<file path="config.mk">
export PLATFORM = sky130hd
export DESIGN_NAME = xcore_muxn_arb
export DESIGN_NICKNAME = d
export VERILOG_FILES = /design/src/rtl/xcore_muxn_arb.sv
export SDC_FILE = /design/constraint.sdc
export NUM_CORES = 1
export LEC_CHECK = 0
export BUFFER_PORTS_ARGS = -buffer_cell sky130_fd_sc_hd__buf_2
export CAP_MARGIN = 0
export CORE_MARGIN = 4
export CORE_UTILIZATION = 37
export CTS_CLUSTER_SIZE = 40
export DETAILED_ROUTE_END_ITERATION = 16
export PLACE_DENSITY = 0.67
export SLEW_MARGIN = 15
export SYNTH_ARGS = -nofsm -noshare
export SYNTH_HDL_FRONTEND = slang
export SYNTH_SLANG_ARGS = --single-unit
</file>
<file path="constraint.sdc">
create_clock -name clk -period 3.7 [get_ports clk]
set_clock_uncertainty 0.1 [all_clocks]
set_input_delay 0 -clock clk [delete_from_list [all_inputs] [get_ports clk]]
set_output_delay 0 -clock clk [all_outputs]
set_load 0.02 [all_outputs]
</file>
<file path="src/rtl/xcore_muxn_arb.sv">
// xcore_muxn_arb: N-channel DW-bit mux (static sel or round-robin) with valid/ready in, one registered out stage; ports clk, rst_n, in_data/in_valid/in_ready, rr_en, sel, out_data/out_valid/out_ch, out_ready
module xcore_muxn_arb #(
  parameter int NCH = 4,
  parameter int DW  = 8,
  localparam int SELW = $clog2(NCH)
) (
  input  logic                clk,
  input  logic                rst_n,
  input  logic [NCH*DW-1:0]   in_data,
  input  logic [NCH-1:0]      in_valid,
  output logic [NCH-1:0]      in_ready,
  input  logic                rr_en,
  input  logic [SELW-1:0]     sel,
  output logic [DW-1:0]       out_data,
  output logic                out_valid,
  output logic [SELW-1:0]     out_ch,
  input  logic                out_ready
);
  logic [SELW-1:0] ptr, rr_g, g;
  logic            rr_hit, hit, load_en, take;
  always_comb begin
    rr_hit = 1'b0;
    rr_g   = '0;
    for (int i = NCH; i >= 1; i--) begin
      if (in_valid[SELW'((int'(ptr) + i) % NCH)]) begin
        rr_hit = 1'b1;
        rr_g   = SELW'((int'(ptr) + i) % NCH);
      end
    end
  end
  assign load_en  = !out_valid || out_ready;
  assign hit      = rr_en ? rr_hit : (int'(sel) < NCH);
  assign g        = rr_en ? rr_g : sel;
  assign in_ready = hit ? (NCH'(load_en) << g) : '0;
  assign take     = hit && load_en && in_valid[g];
  always_ff @(posedge clk or negedge rst_n) begin
    if (!rst_n) begin
      out_valid <= 1'b0;
      out_data  <= '0;
      out_ch    <= '0;
      ptr       <= SELW'(NCH - 1);
    end else begin
      if (take) begin
        out_data <= in_data[int'(g)*DW +: DW];
        out_ch   <= g;
        if (rr_en) ptr <= g;
      end
      if (load_en) out_valid <= take;
    end
  end
endmodule

</file>
==> results.sh <==
export IMPL_status="finished clean"
export IMPL_synth_enable_flop_cells=0
export IMPL_grt_usage_pct=14.6
export IMPL_finalSetupViolCount=0
export IMPL_area_growth_pct=32.4
export IMPL_route_detailed_drc=0
export IMPL_synthMostInstantiatedCell="mux2i_1"
export IMPL_clock_sinks=13
export IMPL_synthMuxAreaShare_pct=38.3
export IMPL_cts_tree="built"
export IMPL_finalHoldViolCount=0
export IMPL_nets=195
export IMPL_clock_latency_ns=0.27
export IMPL_yosys_area_share_adder_pct=0
export IMPL_p_leak_nw=0.747
export IMPL_ios=57
export IMPL_root_buffer="clkbuf_4"
export IMPL_cts_resized=0
export IMPL_cts_post_setup_buffers_inserted=0
export IMPL_cp_end_kind="flop"
export IMPL_worst_setup_path_type="reg -> reg"
export IMPL_firstDrtPassIters=2
export IMPL_hold_path_class="in -> async"
export IMPL_synth_xor_xnor_area_share_pct=0
export IMPL_rsz0062_at_grt="no"
export IMPL_antenna_found_initial=0
export IMPL_yosysTopAreaCell="dfrtp_1"
export IMPL_die_height_um=60.7
export IMPL_ys_top_cells_by_count="25 x mux2i_1, 11 x dfrtp_1, 8 x mux2_4"
export IMPL_routed_wl_mm=2.48
export IMPL_tns_ns=0
export IMPL_regArea_um2=328
export IMPL_timing_final_crit_share_pct=79.2
export IMPL_antenna_cells=0
export IMPL_clkTransAtPathRegs_ns=0.09
export IMPL_synth_distinct_cells=34
export IMPL_yosys_area_top_type_share_pct=26.8
export IMPL_worstPathRequired_ns=3.77
export IMPL_start_util_pct=40.0
export IMPL_die_area_um2=3680
export IMPL_finalPower_uw=810
export IMPL_ys_ff_latch=13
export IMPL_cts_made_buffers=3
export IMPL_grt_max_degree=15
export IMPL_cp_arrival_ns=3.00
export IMPL_synth_simple_area_share_pct=12.9
export IMPL_grt_overflow=0
export IMPL_htree_levels=1
export IMPL_port_buffers=56
export IMPL_netlist_area_um2=1030
export IMPL_drv_slew=0
export IMPL_core_area_um2=2570
export IMPL_slew_headroom_pct=51.6
export IMPL_nFillCells=259
export IMPL_place_gp_congestion=0.850
export IMPL_grt_pass1_vias=966
export IMPL_hpwl_mm=2.05
export IMPL_drt_initial_drc_count=23
export IMPL_max_vdd_ir_drop_mv=0.324
export IMPL_rows=18
export IMPL_tightest_slew_ns=0.726
export IMPL_synth_area_top_cells="dfrtp_1 27%, mux2i_1 24%, mux2_4 12%, dfstp_2 5.1%, nor2b_1 2.4%"
export IMPL_routedWlPerCell_um=13.6
export IMPL_fin_crit_ns=2.93
export IMPL_yosys_warnings=0
export IMPL_yosysSeqAreaShare_pct=32.0
export IMPL_async_flop_share_pct=100
export IMPL_die_x_um=60.7
export IMPL_max_freq_mhz=341
export IMPL_detail_route_antenna_nets=0
export IMPL_synth_compound_area_share_pct=10.2
export IMPL_syn_nets=136
export IMPL_syn_area_per_cell_um2=10.9
export IMPL_ys_flop_type="dfrtp_1"
export IMPL_cts_max_path_buffers=2
export IMPL_start_kind="flop"
export IMPL_synth_top_family_by_area="multiplexers"
export IMPL_drive_above_1_share_pct=50.0
export IMPL_synthCells=94
export IMPL_vias=934
export IMPL_vias_per_cell=5.13
export IMPL_multi_input_comb_area_um2=637
export IMPL_pwr_density_cell_nw_per_um2=596
export IMPL_grt_pass1_wl_mm=4.08
export IMPL_cap_violations=0
export IMPL_crit_fanout=14
## routing by layer
metal	vias to the layer above	GRT usage [%]	share of wire, %
met2	40	24.0	47
met1	430	18.2	41
met4	0	4.64	1.0
li1	460	-	-
met3	4	4.89	10
met5	-	0	0
## final timing paths
path                        startpoint     endpoint  slack [ns]  depth (start not counted)
min in group clk           in_valid[0]    out_ch[1]        0.04                          3
hold reg to reg            out_data[1]  out_data[1]        0.41                          1
hold / removal                   rst_n  out_data[2]        0.03                          2
setup / recovery                ptr[1]  out_data[0]        0.77                          6
setup reg to reg                ptr[1]  out_data[0]        0.77                          6
max in group asynchronous        rst_n       ptr[0]        3.18                          2
## repair_timing
item	CTS	global route
hold endpoints to repair	15	0
hold buffers	3	0
endpoints found under the setup margin	0	0
## kinds of logic (layout without fill, tap and decap cells)
logic type,after synthesis,in the layout
muxes,35,35
and+or+nand+nor,23,23
AOI/OAI and AO/OA,14,14
DFF,13,13
buffers and inverters,9,67
## area by class of cell
type	instances	share of cell area, %
inverter	3	0.829
multi-input combinational	72	46.9
sequential	13	24.1
clock inverter	1	0.368
timing repair buffer	60	23.4
clock buffer	3	1.66
tap	30	2.76
## layout by cell type, fill, tap and decap left out, types with 3 or more instances in the layout
master and count:
clkbuf_4 3, inv_1 3, dlygate4sd3_1 3, buf_2 56, mux2_4 8, mux2i_1 25, nand2_1 3, nor2b_1 4
o21ai_0 3, dfrtp_1 11
## worst max-delay path, cell delays in order (launching register included)
cell and delay (ns):
dfstp_2 0.59, mux2i_1 0.09, o21ai_1 0.22, o31a_1 0.63, mux2_4 0.38, a22oi_4 0.45
mux2_2 0.39
## state kept, by name, indices dropped and copies added (netlist names)
signal / count
ptr: 2
out_data: 8
out_ch: 2
out_valid: 1
## report_power, final
| group | leakage, nW | internal (mW) | switching (mW) |
|---|---|---|---|
| logic | 0.580 | 0.220 | 0.240 |
| registers | 0.149 | 0.217 | 0.0448 |
| clock network | 0.0177 | 0.0400 | 0.0487 |
## stage by stage
step	setup WS, ns	cell area, µm²	util (%)	hold slack (ns)	cells
after global placement	0.825	1300	50.7	-0.205	175
final	0.769	1360	52.9	0.0321	182
after detailed placement	0.742	1300	50.7	-0.197	175
after CTS	0.735	1360	52.9	0.0338	182
after floorplan	1.30	1030	-	-0.396	94
after global routing	0.576	1360	52.9	0.0390	182
(Power assumes the default switching activity.)
